`config.mk`:
```
export PLATFORM = sky130hd
export DESIGN_NAME = countdown_timer
export DESIGN_NICKNAME = d
export VERILOG_FILES = /design/src/rtl/countdown_timer.sv
export SDC_FILE = /design/constraint.sdc
export NUM_CORES = 1
export LEC_CHECK = 0
export ABC_AREA = 1
export BUFFER_PORTS_ARGS = -buffer_cell sky130_fd_sc_hd__buf_2
export CAP_MARGIN = 15
export CORE_ASPECT_RATIO = 0.7
export CORE_MARGIN = 4
export CORE_UTILIZATION = 52
export DETAILED_ROUTE_END_ITERATION = 12
export GPL_TIMING_DRIVEN = 0
export HOLD_SLACK_MARGIN = 0.06
export PLACE_DENSITY = 0.72
export SKIP_LAST_GASP = 1
export SLEW_MARGIN = 10
export SYNTH_ARGS = -nofsm -noshare
export SYNTH_HDL_FRONTEND = slang
export SYNTH_SLANG_ARGS = --single-unit
```
`constraint.sdc`:
```
create_clock -name clk -period 1.82 [get_ports clk]
set_input_delay 0.455 -clock clk [delete_from_list [all_inputs] [get_ports clk]]
set_output_delay 0.455 -clock clk [all_outputs]
set_load 0.01 [all_outputs]
```
`src/rtl/countdown_timer.sv`:
```
// countdown_timer: loadable mm:ss BCD countdown toward 00:00.
//
// One count per internal tick. A tick is produced when the clock divider wraps,
// which happens every TICK_DIV cycles. Start, pause and load are sequenced by a
// four-state FSM, and done pulses for one cycle on expiry. bout toggles on every
// minute borrow.
//
// Optional feature: define COUNTDOWN_ALARM_EN to make alarm blink for
// ALARM_TICKS ticks after expiry. Without it, alarm stays 0 and the divider is
// idle in DONE.
//
// state    | meaning
// ---------+------------------------------------------------------------
// ST_IDLE  | stopped; load captures the preset, start begins counting
// ST_RUN   | divider running; each tick decrements one second
// ST_PAUSE | divider and digits frozen; start resumes, load returns to IDLE
// ST_DONE  | reached 00:00; only load (or clr) leaves
module countdown_timer #(
    parameter int unsigned TICK_DIV    = 50_000_000,
    parameter int unsigned ALARM_TICKS = 10
) (
    input  logic       clk,
    input  logic       clr,
    input  logic       load,
    input  logic       start,
    input  logic       pause,
    input  logic [2:0] set_mt,
    input  logic [3:0] set_mo,
    input  logic [2:0] set_st,
    input  logic [3:0] set_so,
    output logic [3:0] min_tens,
    output logic [3:0] min_ones,
    output logic [3:0] sec_tens,
    output logic [3:0] sec_ones,
    output logic [1:0] state,
    output logic       done,
    output logic       bout,
    output logic       alarm
);

    localparam int unsigned DIV_W  = $clog2(TICK_DIV);
    localparam logic [DIV_W-1:0] DIV_MAX = DIV_W'(TICK_DIV - 1);
    localparam int unsigned ACNT_W = (ALARM_TICKS > 0) ? $clog2(ALARM_TICKS + 1) : 1;
    localparam logic [ACNT_W-1:0] ACNT_LOAD = ACNT_W'(ALARM_TICKS);

`ifdef COUNTDOWN_ALARM_EN
    localparam logic ALARM_EN = 1'b1;
`else
    localparam logic ALARM_EN = 1'b0;
`endif

    typedef enum logic [1:0] {
        ST_IDLE  = 2'd0,
        ST_RUN   = 2'd1,
        ST_PAUSE = 2'd2,
        ST_DONE  = 2'd3
    } state_t;

    state_t            state_q, state_d;
    logic [DIV_W-1:0]  div_q, div_d;
    logic [3:0]        mt_q, mt_d;
    logic [3:0]        mo_q, mo_d;
    logic [3:0]        st_q, st_d;
    logic [3:0]        so_q, so_d;
    logic              done_q, done_d;
    logic              bout_q, bout_d;
    logic              alarm_q, alarm_d;
    logic [ACNT_W-1:0] acnt_q, acnt_d;

    logic [3:0] ld_mt, ld_mo, ld_st, ld_so;
    logic [3:0] dec_mt, dec_mo, dec_st, dec_so;
    logic       dec_min_borrow;
    logic       dec_zero;
    logic       digits_zero;
    logic       div_wrap;

    // Saturate the preset digits so the counter never holds a non-BCD/non-sexagesimal value.
    always_comb begin
        ld_mt = (set_mt > 3'd5) ? 4'd5 : {1'b0, set_mt};
        ld_mo = (set_mo > 4'd9) ? 4'd9 : set_mo;
        ld_st = (set_st > 3'd5) ? 4'd5 : {1'b0, set_st};
        ld_so = (set_so > 4'd9) ? 4'd9 : set_so;
    end

    // One-second decrement with borrow through sec ones -> sec tens -> min ones -> min tens.
    always_comb begin
        dec_mt         = mt_q;
        dec_mo         = mo_q;
        dec_st         = st_q;
        dec_so         = so_q;
        dec_min_borrow = 1'b0;
        if (so_q != 4'd0) begin
            dec_so = so_q - 4'd1;
        end else begin
            dec_so = 4'd9;
            if (st_q != 4'd0) begin
                dec_st = st_q - 4'd1;
            end else begin
                dec_st         = 4'd5;
                dec_min_borrow = 1'b1;
                if (mo_q != 4'd0) begin
                    dec_mo = mo_q - 4'd1;
                end else begin
                    dec_mo = 4'd9;
                    // RUN is never entered at 00:00, so this guard only keeps the tens digit sane.
                    if (mt_q != 4'd0) begin
                        dec_mt = mt_q - 4'd1;
                    end
                end
            end
        end
        dec_zero    = (dec_mt == 4'd0) && (dec_mo == 4'd0) && (dec_st == 4'd0) && (dec_so == 4'd0);
        digits_zero = (mt_q == 4'd0) && (mo_q == 4'd0) && (st_q == 4'd0) && (so_q == 4'd0);
        div_wrap    = (div_q == DIV_MAX);
    end

    // Next-state, divider, digit and output-flag logic.
    always_comb begin
        state_d = state_q;
        div_d   = div_q;
        mt_d    = mt_q;
        mo_d    = mo_q;
        st_d    = st_q;
        so_d    = so_q;
        done_d  = 1'b0;
        bout_d  = bout_q;
        alarm_d = alarm_q;
        acnt_d  = acnt_q;

        case (state_q)
            ST_IDLE: begin
                if (load) begin
                    mt_d = ld_mt;
                    mo_d = ld_mo;
                    st_d = ld_st;
                    so_d = ld_so;
                end else if (start && !pause) begin
                    div_d = '0;
                    if (digits_zero) begin
                        state_d = ST_DONE;
                        done_d  = 1'b1;
                        alarm_d = 1'b0;
                        acnt_d  = ALARM_EN ? ACNT_LOAD : '0;
                    end else begin
                        state_d = ST_RUN;
                    end
                end
            end

            ST_RUN: begin
                if (pause) begin
                    state_d = ST_PAUSE;
                end else if (div_wrap) begin
                    div_d = '0;
                    mt_d  = dec_mt;
                    mo_d  = dec_mo;
                    st_d  = dec_st;
                    so_d  = dec_so;
                    if (dec_min_borrow) begin
                        bout_d = ~bout_q;
                    end
                    if (dec_zero) begin
                        state_d = ST_DONE;
                        done_d  = 1'b1;
                        alarm_d = 1'b0;
                        acnt_d  = ALARM_EN ? ACNT_LOAD : '0;
                    end
                end else begin
                    div_d = div_q + DIV_W'(1);
                end
            end

            ST_PAUSE: begin
                if (load) begin
                    state_d = ST_IDLE;
                    mt_d    = ld_mt;
                    mo_d    = ld_mo;
                    st_d    = ld_st;
                    so_d    = ld_so;
                end else if (start && !pause) begin
                    state_d = ST_RUN;
                end
            end

            ST_DONE: begin
                if (load) begin
                    state_d = ST_IDLE;
                    mt_d    = ld_mt;
                    mo_d    = ld_mo;
                    st_d    = ld_st;
                    so_d    = ld_so;
                    div_d   = '0;
                    alarm_d = 1'b0;
                    acnt_d  = '0;
                end else if (ALARM_EN && (acnt_q != '0)) begin
                    // Even tick count leaves alarm low once the blink budget is spent.
                    if (div_wrap) begin
                        div_d   = '0;
                        alarm_d = ~alarm_q;
                        acnt_d  = acnt_q - ACNT_W'(1);
                    end else begin
                        div_d = div_q + DIV_W'(1);
                    end
                end
            end

            default: state_d = ST_IDLE;
        endcase
    end

    // State and datapath registers with asynchronous clear.
    always_ff @(posedge clk or posedge clr) begin
        if (clr) begin
            state_q <= ST_IDLE;
            div_q   <= '0;
            mt_q    <= 4'd0;
            mo_q    <= 4'd0;
            st_q    <= 4'd0;
            so_q    <= 4'd0;
            done_q  <= 1'b0;
            bout_q  <= 1'b0;
            alarm_q <= 1'b0;
            acnt_q  <= '0;
        end else begin
            state_q <= state_d;
            div_q   <= div_d;
            mt_q    <= mt_d;
            mo_q    <= mo_d;
            st_q    <= st_d;
            so_q    <= so_d;
            done_q  <= done_d;
            bout_q  <= bout_d;
            alarm_q <= alarm_d;
            acnt_q  <= acnt_d;
        end
    end

    assign min_tens = mt_q;
    assign min_ones = mo_q;
    assign sec_tens = st_q;
    assign sec_ones = so_q;
    assign state    = state_q;
    assign done     = done_q;
    assign bout     = bout_q;
    assign alarm    = alarm_q;

endmodule

```
==> results of run 1 <==
## metrics by stage
| step | area, µm² | instances | utilization [%] | setup TNS, ns |
|---|---|---|---|---|
| floorplan | 3080 | 437 | - | 0 |
| global placement | 3360 | 550 | 58.8 | -21.23 |
| detailed placement | 3380 | 551 | 59.1 | -5.35 |
| CTS | 3760 | 581 | 65.6 | -0.0769 |
| global route | 4320 | 616 | 75.5 | -3.15 |
| finish | 4320 | 616 | 75.5 | -0.885 |
## final cells by class
type                            instances  area, µm²  share of cell area, %
Sequential cell                        46       1160                   26.8
Inverter                               55        209                   4.83
Clock inverter                          3       40.0                  0.926
Tap cell                               75       93.8                   2.17
Multi-Input combinational cell        324       1990                   46.0
Buffer                                 12       95.1                   2.20
Clock buffer                            5       68.8                   1.59
Timing Repair Buffer                   96        669                   15.5
## kinds of logic (layout without fill, tap and decap cells)
family | after synthesis | count (layout) | synth area share, %
buffers and inverters | 67 | 171 | 9.18
AND/OR/NAND/NOR | 246 | 246 | 36.8
XOR/XNOR | 15 | 15 | 4.26
other | 1 | 1 | 0.122
AO/OA/AOI/OAI | 57 | 57 | 10.3
adder cells (fa/ha/maj) | 5 | 5 | 2.03
flip-flops | 46 | 46 | 37.4
## per-layer routing
metal / routed length [µm] / GRT usage, % / vias up
met5: 0 / 0 / -
li1: - / - / 1643
met4: 198 / 5.38 / 0
met3: 1230 / 3.94 / 33
met1: 4540 / 40.9 / 1763
met2: 4830 / 35.5 / 273
## repair_timing
| item | 4_1_cts | 5_1_grt |
|---|---|---|
| setup buffers | 21 | 35 |
| endpoints found under the setup margin | 37 | 40 |
| pin swaps | 16 | 37 |
| gates cloned | 1 | 2 |
| gates resized for setup | 28 | 92 |
## flip-flops by register name, summed over array words and instances (netlist names)
register	flops
sec_tens	4
min_ones	4
state	2
sec_ones	4
min_tens	4
done	1
bout	1
div_q	26
## cells in the mapped netlist (all sizes together)
library cell / count / area [µm²]
nand2: 97 / 377
nor2: 70 / 285
inv: 55 / 206
dfrtp: 46 / 1150
nand3: 35 / 180
o21ai: 31 / 155
nand4: 18 / 113
nor3: 17 / 95.1
xor2: 14 / 123
a21oi: 11 / 55.1
buf: 9 / 65.1
a31oi: 8 / 50.1
ha: 5 / 62.6
nor4: 4 / 46.3
a211oi: 3 / 22.5
clkbuf: 3 / 11.3
nand3b: 2 / 15.0
nor3b: 2 / 15.0
and3: 1 / 6.26
conb: 1 / 3.75
o211a: 1 / 10.0
o211ai: 1 / 7.51
o221ai: 1 / 8.76
o31ai: 1 / 7.51
xnor2: 1 / 8.76
## power by group
part	switching (W)	total, W	internal (W)
Clock	0.000392	0.000798	0.000406
Combinational	0.00206	0.00342	0.00136
Sequential	0.000260	0.00148	0.00122
Total	0.00271	0.00569	0.00298
## path summary, 6_finish.rpt
check / start / endpoint / slack [ns] / depth (start not counted)
max: sec_tens[0]$_DFFE_PP0P_ / state[1]$_DFFE_PP0P_ / -0.12 / 10
min: clr / min_tens[0]$_DFFE_PP0P_ / 0.14 / 2
max reg2reg: sec_tens[0]$_DFFE_PP0P_ / state[1]$_DFFE_PP0P_ / -0.12 / 10
min reg2reg: bout$_DFFE_PP0P_ / bout$_DFFE_PP0P_ / 0.49 / 1
max in group asynchronous: clr / state[0]$_DFFE_PP0P_ / 1.14 / 3
min in group clk: set_st[1] / sec_tens[1]$_DFFE_PP0P_ / 0.44 / 3
## worst max-delay path, cell delays in order (launching register included)
cell	delay [ns]
dfrtp_1	0.45
nor2_2	0.20
nand2_2	0.12
nor2_4	0.19
nand2_2	0.13
nor3_4	0.19
buf_4	0.16
inv_1	0.04
o21ai_0	0.21
nand3_2	0.11
nand2_1	0.07
==> results.cfg, run 1 <==
[critical_path]
cp.arrival_ns = 2.19
start_kind = register
crit_type = reg2reg
path_max_fanout = 4
end_kind = register
required_ns = 2.07

[timing]
timing.final.ws_setup_ns = -0.123
worst_slew_pin_slew_ns = 0.554
hold_violations = 0
fin_crit_sh_pct = 107
hold_slack_ns = 0.145
max_freq_ghz = 0.515
rsz0062_at_grt = true
slew-limit-headroom_pct = 63.0
setup_viol = 24
final.min_clock_period_ns = 1.94
finalMaxSlewViolations = 0
fin_worst_skew_ns = 0.0118

[placed_design]
io_buffers = 38
dpl.hpwl_um = 6430
place_ws_ns = -0.351
gp_congestion = 0.931

[detailed_routing]
drc = 0
drt_wl_total_um = 10800
vias_per_cell = 6.03
wire_per_inst_um = 17.5
ant_nets = 0
drt_iter0_drc = 364
drt-pass1-iter-count = 5
vias = 3712

[power]
total_power_w = 0.00569
peakVddDrop_mv = 0.709
p_per_area_nw_per_um2 = 1320
leakagePower_nw = 1.99

[synth]
ys_ff_latch = 46
synth.net_count = 461
syn_avg_cell_area_um2 = 7.05
synth_cell_type_count = 36
synth-seq-area-share_pct = 37.4
yosysWarnings = 0
synth_area_um2 = 3080
netlist_instances = 437

[clock_network]
postCtsHoldBufs = 0
cts_max_level = 2
cts.sinks = 46
ctsRootBufferMaster = clkbuf_8
worstSkewPairLatency_ns = 0.31
cts_tree = built
clk_path_buf_depth = 2
cts_buffers = 5
path_clk_slew_ns = 0.10

[run_status]
violations = negative setup slack
status = finished, violations left

[global_routing]
track_usage_pct = 25.4
grt_overflow = 0
grt_pass1_wl_um = 14700
grt_start_max_net_pins = 27
grt_pass1_vias = 3005
antenna_found_initial = 0

[layout]
mostFrequentLayoutCells = nand2_1 (74), buf_4 (52), inv_1 (43), dfrtp_1 (41), nor2_1 (40)
syn2layout_area_growth_pct = 40.4
drive_gt1_share_pct = 38.1
fillers = 388
n_antenna_cell = 0
nets = 564
mostFrequentLayoutCell = nand2_1

[min_path]
hold_class = in2async

[flow_run]
cap_viol_max_count = 0

[floorplan]
die_h_um = 72.4
ios = 40
fp.dieW_um = 100
initial_core_util_pct = 53.8
rows = 23
core_area_um2 = 5730
dieArea_um2 = 7240
Power figures use the tool's default switching activity.
==> inputs of run 2 (changes only) <==
- PLACE_DENSITY: 0.72 -> 0.69
- RECOVER_POWER: unset -> 50
- SKIP_LAST_GASP: 1 -> unset
- clock period: 1.82 -> 2.2 ns (I/O delays scaled with it)
==> run 2 against run 1 <==
The flow now finishes without violations. Critical path depth increased by 3. Count of clock-buffer cells in the layout up 2. Non-clock buffer count down 57. Worst setup slack improved by 0.27 ns. Worst hold slack improved by 0.19 ns. Clock skew decreased by 0.0044 ns. Largest cell class unchanged. First-iteration DRC count down 34%. Design area down 20%. Via count fell by 16%. Core utilization decreased by 15 points.
==> results.cfg, run 2 (synthesis gave the netlist of run 1 again) <==
[run_status]
status = complete, no violations

[clock_network]
worstSkewPairLatency_ns = 0.29
ctsRootBufferMaster = clkbuf_8
cts_max_level = 2
cts_setup_buffers = 0
cts.sinks = 46
path_clk_slew_ns = 0.08
postCtsHoldBufs = 0
cts_tree = built
cts_buffers = 5
clk_path_buf_depth = 2
cts_resized = 0

[detailed_routing]
drt_iter0_drc = 241
wire_per_inst_um = 14.7
vias_per_cell = 5.57
vias = 3108
drt_wl_total_um = 8200
drc = 0
ant_nets = 0
drt-pass1-iter-count = 5

[global_routing]
grt_pass1_vias = 2805
track_usage_pct = 24.2
grt_overflow = 0
grt_pass1_wl_um = 13900
antenna_found_initial = 0
grt_start_max_net_pins = 30

[layout]
largest_register_ffs = 26
nets = 507
syn2layout_area_growth_pct = 12.8
n_antenna_cell = 0
mostFrequentLayoutCell = nand2_1
fillers = 546
mostFrequentLayoutCells = nand2_1 (91), nor2_1 (63), inv_1 (51), dfrtp_1 (46), buf_2 (35)
largest_register = div_q
drive_gt1_share_pct = 14.5
register_area_um2 = 1150
multi_input_area_um2 = 1680

[timing]
finalMaxSlewViolations = 0
fin_crit_sh_pct = 93.5
max_freq_ghz = 0.486
timing.final.ws_setup_ns = 0.144
worst_slew_pin_slew_ns = 0.752
setup_viol = 0
hold_violations = 0
final.min_clock_period_ns = 2.06
fin_worst_skew_ns = 0.00748
rsz0062_at_grt = true
slew-limit-headroom_pct = 49.9

[critical_path]
r2r_end = state[1]$_DFFE_PP0P_
rr_worst_depth = 13
worstPathCellList = inv_1 -> ha_2 -> nand2_1 -> nor2_4 -> buf_6 -> nand3_1 -> nand2_1 -> nand3_1 -> nor2_1 -> nand3_1 -> nand2_1 -> nand3_1 -> nand2_1
crit_type = reg2reg
cp.arrival_ns = 2.29
path_max_fanout = 10
start_kind = register
end_kind = register
crit_slowest_cell = dfrtp_1
required_ns = 2.44
reg2reg_from = sec_ones[0]$_DFFE_PP0P_
r2r_slack_ns = 0.14
cpPeakStageDelay_ns = 0.41

[placed_design]
gp_congestion = 0.939
io_buffers = 38
place_ws_ns = 0.0621
dpl.hpwl_um = 6400

[floorplan]
fp.dieW_um = 100
core_area_um2 = 5730
dieArea_um2 = 7240
die_h_um = 72.4
initial_core_util_pct = 53.8
rows = 23
ios = 40

[power]
total_power_w = 0.00353
leakagePower_nw = 1.59
p_clk_share_pct = 14.0
p_per_area_nw_per_um2 = 1010
seqPwrFrac_pct = 33.9
peakVddDrop_mv = 0.699
power.share.switching_pct = 48.7
p_sw_w = 0.00172
combPwrFrac_pct = 52.1
p_int_w = 0.00181

[flow_run]
cap_viol_max_count = 0

[min_path]
hold_class = in2async
## run 2: worst max-delay path by stage
stage	slack [ns]	cells past startpoint	from	to
5_1_grt	-0.05	14	sec_ones[0]$_DFFE_PP0P_	state[1]$_DFFE_PP0P_
3_3_place_gp	-0.10	2	clr	div_q[10]$_DFFE_PP0P_
6_report	0.14	13	sec_ones[0]$_DFFE_PP0P_	state[1]$_DFFE_PP0P_
2_1_floorplan	0.40	13	sec_ones[0]$_DFFE_PP0P_	state[1]$_DFFE_PP0P_
4_1_cts	0.05	14	sec_ones[0]$_DFFE_PP0P_	state[1]$_DFFE_PP0P_
3_5_place_dp	0.06	11	pause	div_q[19]$_DFFE_PP0P_
## run 2: through the flow
stage / TNS (ns) / hold slack (ns) / util, % / cells / area [µm²]
5_1_grt: -0.0466 / 0.401 / 60.7 / 558 / 3470
4_1_cts: 0 / 0.241 / 60.4 / 558 / 3460
3_5_place_dp: 0 / 0.475 / 59.1 / 551 / 3380
3_3_place_gp: -4.65 / 0.457 / 58.8 / 550 / 3360
6_report: 0 / 0.337 / 60.7 / 558 / 3470
2_1_floorplan: 0 / 0.475 / - / 437 / 3080
## run 2: power by group through the flow
stage / registers, W / logic [W] / clock network, W
3_5_place_dp: 0.00120 / 0.00179 / 0
6_report: 0.00119 / 0.00184 / 0.000494
4_1_cts: 0.00119 / 0.00180 / 0.000520
3_3_place_gp: 0.00120 / 0.00177 / 0
5_1_grt: 0.00122 / 0.00206 / 0.000567
2_1_floorplan: 0.00124 / 0.00118 / 0
## run 2: cell type report
| cell class | count | area share [%] |
|---|---|---|
| buffer | 12 | 2.30 |
| clock buffer | 7 | 2.20 |
| inverter | 55 | 5.94 |
| multi-input combinational | 324 | 48.4 |
| sequential | 46 | 33.1 |
| tap | 75 | 2.70 |
| timing repair buffer | 39 | 5.37 |
## run 2: worst max-delay path: cells and delay by family, from the launching register on
family / cells / cell delay [ns]
adders and majority gates: 1 / 0.23
and+or+nand+nor: 10 / 1.06
buffers and inverters: 2 / 0.32
DFF: 1 / 0.41
## run 2: layer usage
metal	routed length [µm]	vias to the layer above	share of wire, %	global-route usage (%)
li1	-	1525	-	-
met1	4280	1455	52	40.2
met2	3270	123	40	32.1
met3	604	5	7.4	4.32
met4	44	0	0.54	4.63
met5	0	-	0	0
